==> src/rtl/hydra_pkg.sv <==
// Shared types and constants for the per-port read scheduler.
package hydra_pkg;

    localparam int PRIOR_NUM = 8;
    localparam int WEIGHT_W  = 4;

    localparam logic [WEIGHT_W-1:0] CREDIT_ZERO = {WEIGHT_W{1'b0}};
    localparam logic [WEIGHT_W-1:0] CREDIT_ONE  = {{(WEIGHT_W-1){1'b0}}, 1'b1};

    typedef logic [2:0] prior_t;

    typedef enum logic [1:0] {
        IDLE  = 2'd0,
        GRANT = 2'd1,
        XFER  = 2'd2
    } sched_state_e;

    // A programmed weight of zero still earns one grant per round.
    function automatic logic [WEIGHT_W-1:0] eff_weight(input logic [WEIGHT_W-1:0] w);
        return (w == CREDIT_ZERO) ? CREDIT_ONE : w;
    endfunction

    // Bit-reverse a queue mask so a lowest-first scan finds the highest index.
    function automatic logic [PRIOR_NUM-1:0] reverse_mask(input logic [PRIOR_NUM-1:0] m);
        logic [PRIOR_NUM-1:0] r;
        for (int i = 0; i < PRIOR_NUM; i++) begin
            r[i] = m[PRIOR_NUM-1-i];
        end
        return r;
    endfunction

endpackage

==> src/rtl/prior_rr_picker.sv <==
// Circular first-set finder: starting at 'start' and wrapping 7 -> 0,
// returns the first requesting queue index.
module prior_rr_picker
    import hydra_pkg::*;
(
    input  logic [PRIOR_NUM-1:0] req,
    input  prior_t               start,
    output logic                 found,
    output prior_t               idx
);

    prior_t cand_s;
    logic   hit_s;

    // Scan outward from start; the first hit wins, later hits are masked by found.
    always_comb begin
        found  = 1'b0;
        idx    = 3'd0;
        cand_s = 3'd0;
        hit_s  = 1'b0;
        for (int k = 0; k < PRIOR_NUM; k++) begin
            cand_s = start + prior_t'(k);
            hit_s  = ~found & req[cand_s];
            idx    = hit_s ? cand_s : idx;
            found  = found | req[cand_s];
        end
    end

endmodule

==> config.mk <==
export PLATFORM = sky130hd
export DESIGN_NAME = prior_rr_picker
export DESIGN_NICKNAME = d
export VERILOG_FILES = /design/src/rtl/hydra_pkg.sv /design/src/rtl/prior_rr_picker.sv
export SDC_FILE = /design/constraint.sdc
export NUM_CORES = 1
export LEC_CHECK = 0
export ABC_AREA = 1
export CORE_UTILIZATION = 45
export DETAILED_ROUTE_END_ITERATION = 12
export PLACE_DENSITY = 0.71
export SLEW_MARGIN = 20
export SYNTH_ARGS = -nofsm -noshare
export SYNTH_HDL_FRONTEND = slang
export SYNTH_SLANG_ARGS = --single-unit
==> constraint.sdc <==
create_clock -name vclk -period 4.1
set_input_delay 1.23 -clock vclk [all_inputs]
set_output_delay 1.23 -clock vclk [all_outputs]
set_load 0.02 [all_outputs]
Word level (Yosys, flattened, before mapping)

Index checks and enable logic that the tools add are counted.

Register bits after elaboration: 0
Input port bits: 11
Output and inout bits: 4
Word-level logic and storage cells: 60

Add/subtract/negate cells: 7
Order comparisons: 8
Muxes and demuxes: 24
Bitwise logic cells: 21

Operators with widths:

| kind                                               | number |
|---|---|
| < comparator 3 x 4 -> 1 bit, second input constant | 8 |
| binary-select mux 1 bit (select 3 bit)             | 8 |
| two-way mux 3 bit                                  | 8 |
| adder 3 bit, second input constant                 | 4 |
| two-way mux 1 bit                                  | 8 |
| AND 1 bit                                          | 7 |
| inverter 1 bit                                     | 7 |
| OR 1 bit                                           | 7 |
| adder 3 x 2 -> 3 bit, second input constant        | 2 |
| adder 3 x 1 -> 3 bit, second input constant        | 1 |

Longest topological paths before layout

Word-level depth: 12
Mapped depth: 17
Depth with buffers taken out: 15

Worst setup path before layout

OpenSTA, ideal clock, no wires.

Path kind: input -> output
Start point: in start[0]
End point: out idx[0]
Arrival: 2.948 ns
Data required time: 2.870 ns
Slack: -0.078 ns
Stages: 15
Path buffers: 2
Path through: buf_6 inv_4 buf_12 ha_1 inv_2 nand3_1 nand3_1 nand2_2 nor2_4 nand4_2 nor2_4 nand2_2 nand2_1 nand2_1 nand2_1

Word-level cells in the longest chain between the ends: 12
Elaborated cells between the ends (all ways): 51
Classes of those cells: add/sub: 7; mux: 24; bitwise: 20

RTL lines:

| element                                                      | line                                         | source |
|---|---|---|
| from (decl)                                                  | prior_rr_picker.sv:7                         | `input prior_t start,` |
| adder 3 x 1 -> 3 bit                                         | prior_rr_picker.sv:22                        | `cand_s = start + prior_t'(k);` |
| binary-select mux 1 bit (select 3 bit)                       | prior_rr_picker.sv:23, prior_rr_picker.sv:25 |  |
| two-way mux 1 bit (not written as such)                      | prior_rr_picker.sv:23, prior_rr_picker.sv:25 |  |
| OR 1 bit                                                     | prior_rr_picker.sv:25                        | `found = found \| req[cand_s];` |
| inverter 1 bit / OR 1 bit (equally long branches)            | prior_rr_picker.sv:23, prior_rr_picker.sv:25 |  |
| AND 1 bit, or another cell as far along                      | prior_rr_picker.sv:23                        | `hit_s = ~found & req[cand_s];` |
| two-way mux 3 bit, or another cell as far along (4 in a row) | prior_rr_picker.sv:24                        | `idx = hit_s ? cand_s : idx;` |
| two-way mux 3 bit / AND 1 bit (equally long branches)        | prior_rr_picker.sv:24, prior_rr_picker.sv:23 |  |
| two-way mux 3 bit *                                          | prior_rr_picker.sv:24                        |  |
| to (decl)                                                    | prior_rr_picker.sv:9                         | `output prior_t idx` |

Mark *: on every way between the ends. The rest lies on a longest branch, timed or not. The select of a mux whose other input is x is not followed.

Worst setup path after layout

Start point: in start[1]
End point: out idx[2]

The elaborated chain is that of the path after synthesis.

==> metrics.txt <==
crit path max fanout=7; syn_area_per_cell=7.02 sq um; total number of sequential cells=0; initial antenna violation count=0; top post-synthesis cells by area=nand2_1 15%, nand3_2 15%, nand3_1 9.5%; hold slack=3060 ps; fill cell count=154; max layer used=met4; Netlist cell types=28; sequential cell area fraction in the yosys report=0; Port Buffers=15; CLK BUF=0; largest net degree at the start of global routing=12; gp weighted congestion=0.929; die width=47.9 um; startpoint types=input port; die height=47.9 um; die area=2290 sq um; met2 WL=1.57 mm; # DRC=0; Vias=1087; PwrDens=180 nW/um^2; ANT cells=0; CP Buf/Inv Count=4; Area Overhead vs Synth=60.0%; Detailed Route WL=2.96 mm; Compound-Gate Fraction of Synth Area=0.0555; max-cap violation count=0; status=complete, no violations; Slew Limit Headroom=0.837; placed insts=197; Via density=5.30; vias in the first global route=965; core area=1960 sq um; starting density of the core=0.483; I/O pin total=15; max-slew violation count=0; Non-Filler Instances=205; WP data arrival=2790 ps; Final Net Count=193; Yosys warning count=0; Post-DP HPWL=1.99 mm; post-synthesis net count=148; Hold WC Path Type=in2out; Synth Cell Area=947 sq um; Slew @ Worst Pin=244 ps; Routed met3 length=78 um; Tcrit/Tclk final=0.979; Final min period=4020 ps; cells along the critical path=buf_6 -> inv_4 -> ha_4 -> inv_6 -> nand3_4 -> nand3_2 -> nand2_2 -> nor2_4 -> nand4_4 -> nor2_4 -> nand4_1 -> nand3_2 -> buf_4; Achievable Freq=0.249 GHz; post-synthesis simple-gate area fraction=0.725; delay of the slowest critical-path stage=290 ps; CP max stage cell=ha_4; share of cells above drive strength 1=0.624; drt first pass iters=4; first-pass GRT wire length=4.20 mm; count of final setup violators=0; FF+latch area=0 sq um; DRC marker count from the first detailed-route iteration=26; Post-Synth Adder-Cell Area=0.0264; main combinational cell family by area after synthesis=simple AND/OR/NAND/NOR gates; Worst path top cell family by delay=simple AND/OR/NAND/NOR gates; Setup crit end kind=primary output; Syn Inst Count=135; post-DR wirelength/cell=14.4 um; row cnt=16; Lkg Pwr=0.729 nW; kind of critical path=in2out; mux cell area share after synthesis=0; Critical Path RT=2870 ps; Max VDD drop=0.107 mV; Hold Fails Final Rpt=0; post-synth top area share=0.151; GRT overflow=0; post-synthesis xor/xnor area fraction=0.0753; Antenna Nets Post-Route=0; # hold bufs at CTS=0; area leader, netlist=nand2_1; GRT Total Usage=0.256; M1 WL=1.27 mm
==> report_power, final <==
group	switching (mW)	internal, mW
clock	0	0
sequential	0	0
combinational	0.152	0.121
total	0.152	0.121
==> cells in the mapped netlist (2+ instances only) <==
cell and instances:
nand4_1 5, nand2_2 4, nor2_1 7, nand2_1 38, nand2_4 8, nand3_1 18
o21ai_2 2, nand3_4 5, inv_2 5, inv_1 8, o21ai_0 2, nor2_4 3
ha_1 2, nand3_2 14
==> final timing paths <==
check,startpoint,endpoint,slack (ps),cells after the start
max,start[1],idx[2],80,13
min,start[0],idx[0],3060,6
==> what timing repair did <==
action,in CTS,in global routing
pin swaps,9,15
endpoints found under the setup margin,4,4
endpoints found under the hold margin,0,0
setup buffers,7,2
gates resized for setup,59,28
==> layer usage <==
metal | global-route usage | up-vias
met5 | 0 | -
met4 | 0.0389 | 0
met1 | 0.312 | 513
met2 | 0.486 | 31
li1 | - | 539
met3 | 0.0226 | 4
==> placed cells by master, fill, tap and decap left out, types with 2 or more instances in the layout <==
| cell type | n |
|---|---|
| xnor2_4 | 2 |
| buf_4 | 29 |
| ha_4 | 2 |
| nand3_4 | 9 |
| dlygate4sd2_1 | 6 |
| nor2_2 | 2 |
| inv_2 | 3 |
| dlymetal6s2s_1 | 2 |
| inv_4 | 2 |
| nand3_2 | 16 |
| buf_6 | 8 |
| nor2_4 | 3 |
| o21ai_4 | 2 |
| nand4_1 | 5 |
| nor2_1 | 5 |
| nand2_4 | 10 |
| inv_1 | 8 |
| nand2_2 | 15 |
| nand2_1 | 25 |
| nand3_1 | 12 |
==> layout make-up <==
type / instances / area (sq um) / share of cell area
Multi-Input combinational cell: 116 / 1020 / 0.673
Inverter: 15 / 66.3 / 0.0438
Timing Repair Buffer: 47 / 395 / 0.261
Tap cell: 27 / 33.8 / 0.0223
==> cell families (layout without fill, tap and decap cells) <==
| family | after synthesis | count (layout) |
|---|---|---|
| buf+inv | 19 | 62 |
| compound gates | 7 | 7 |
| simple gates | 104 | 104 |
| fa+ha+maj | 2 | 2 |
| xor+xnor | 3 | 3 |
==> stage by stage <==
| step | area [sq um] | utilization | setup slack, ps | TNS, ps | power [mW] |
|---|---|---|---|---|---|
| 2_1_floorplan | 962 | - | 12.3 | 0 | 0.144 |
| 6_report | 1520 | 0.772 | 84.9 | 0 | 0.272 |
| 5_1_grt | 1520 | 0.772 | -19.1 | -38.9 | 0.293 |
| 4_1_cts | 1410 | 0.717 | 4.33 | 0 | 0.245 |
| 3_3_place_gp | 1270 | 0.649 | -844 | -3230 | 0.212 |
| 3_5_place_dp | 1270 | 0.649 | -931 | -3560 | 0.217 |
Note: power is estimated with default switching activity, not from simulation.
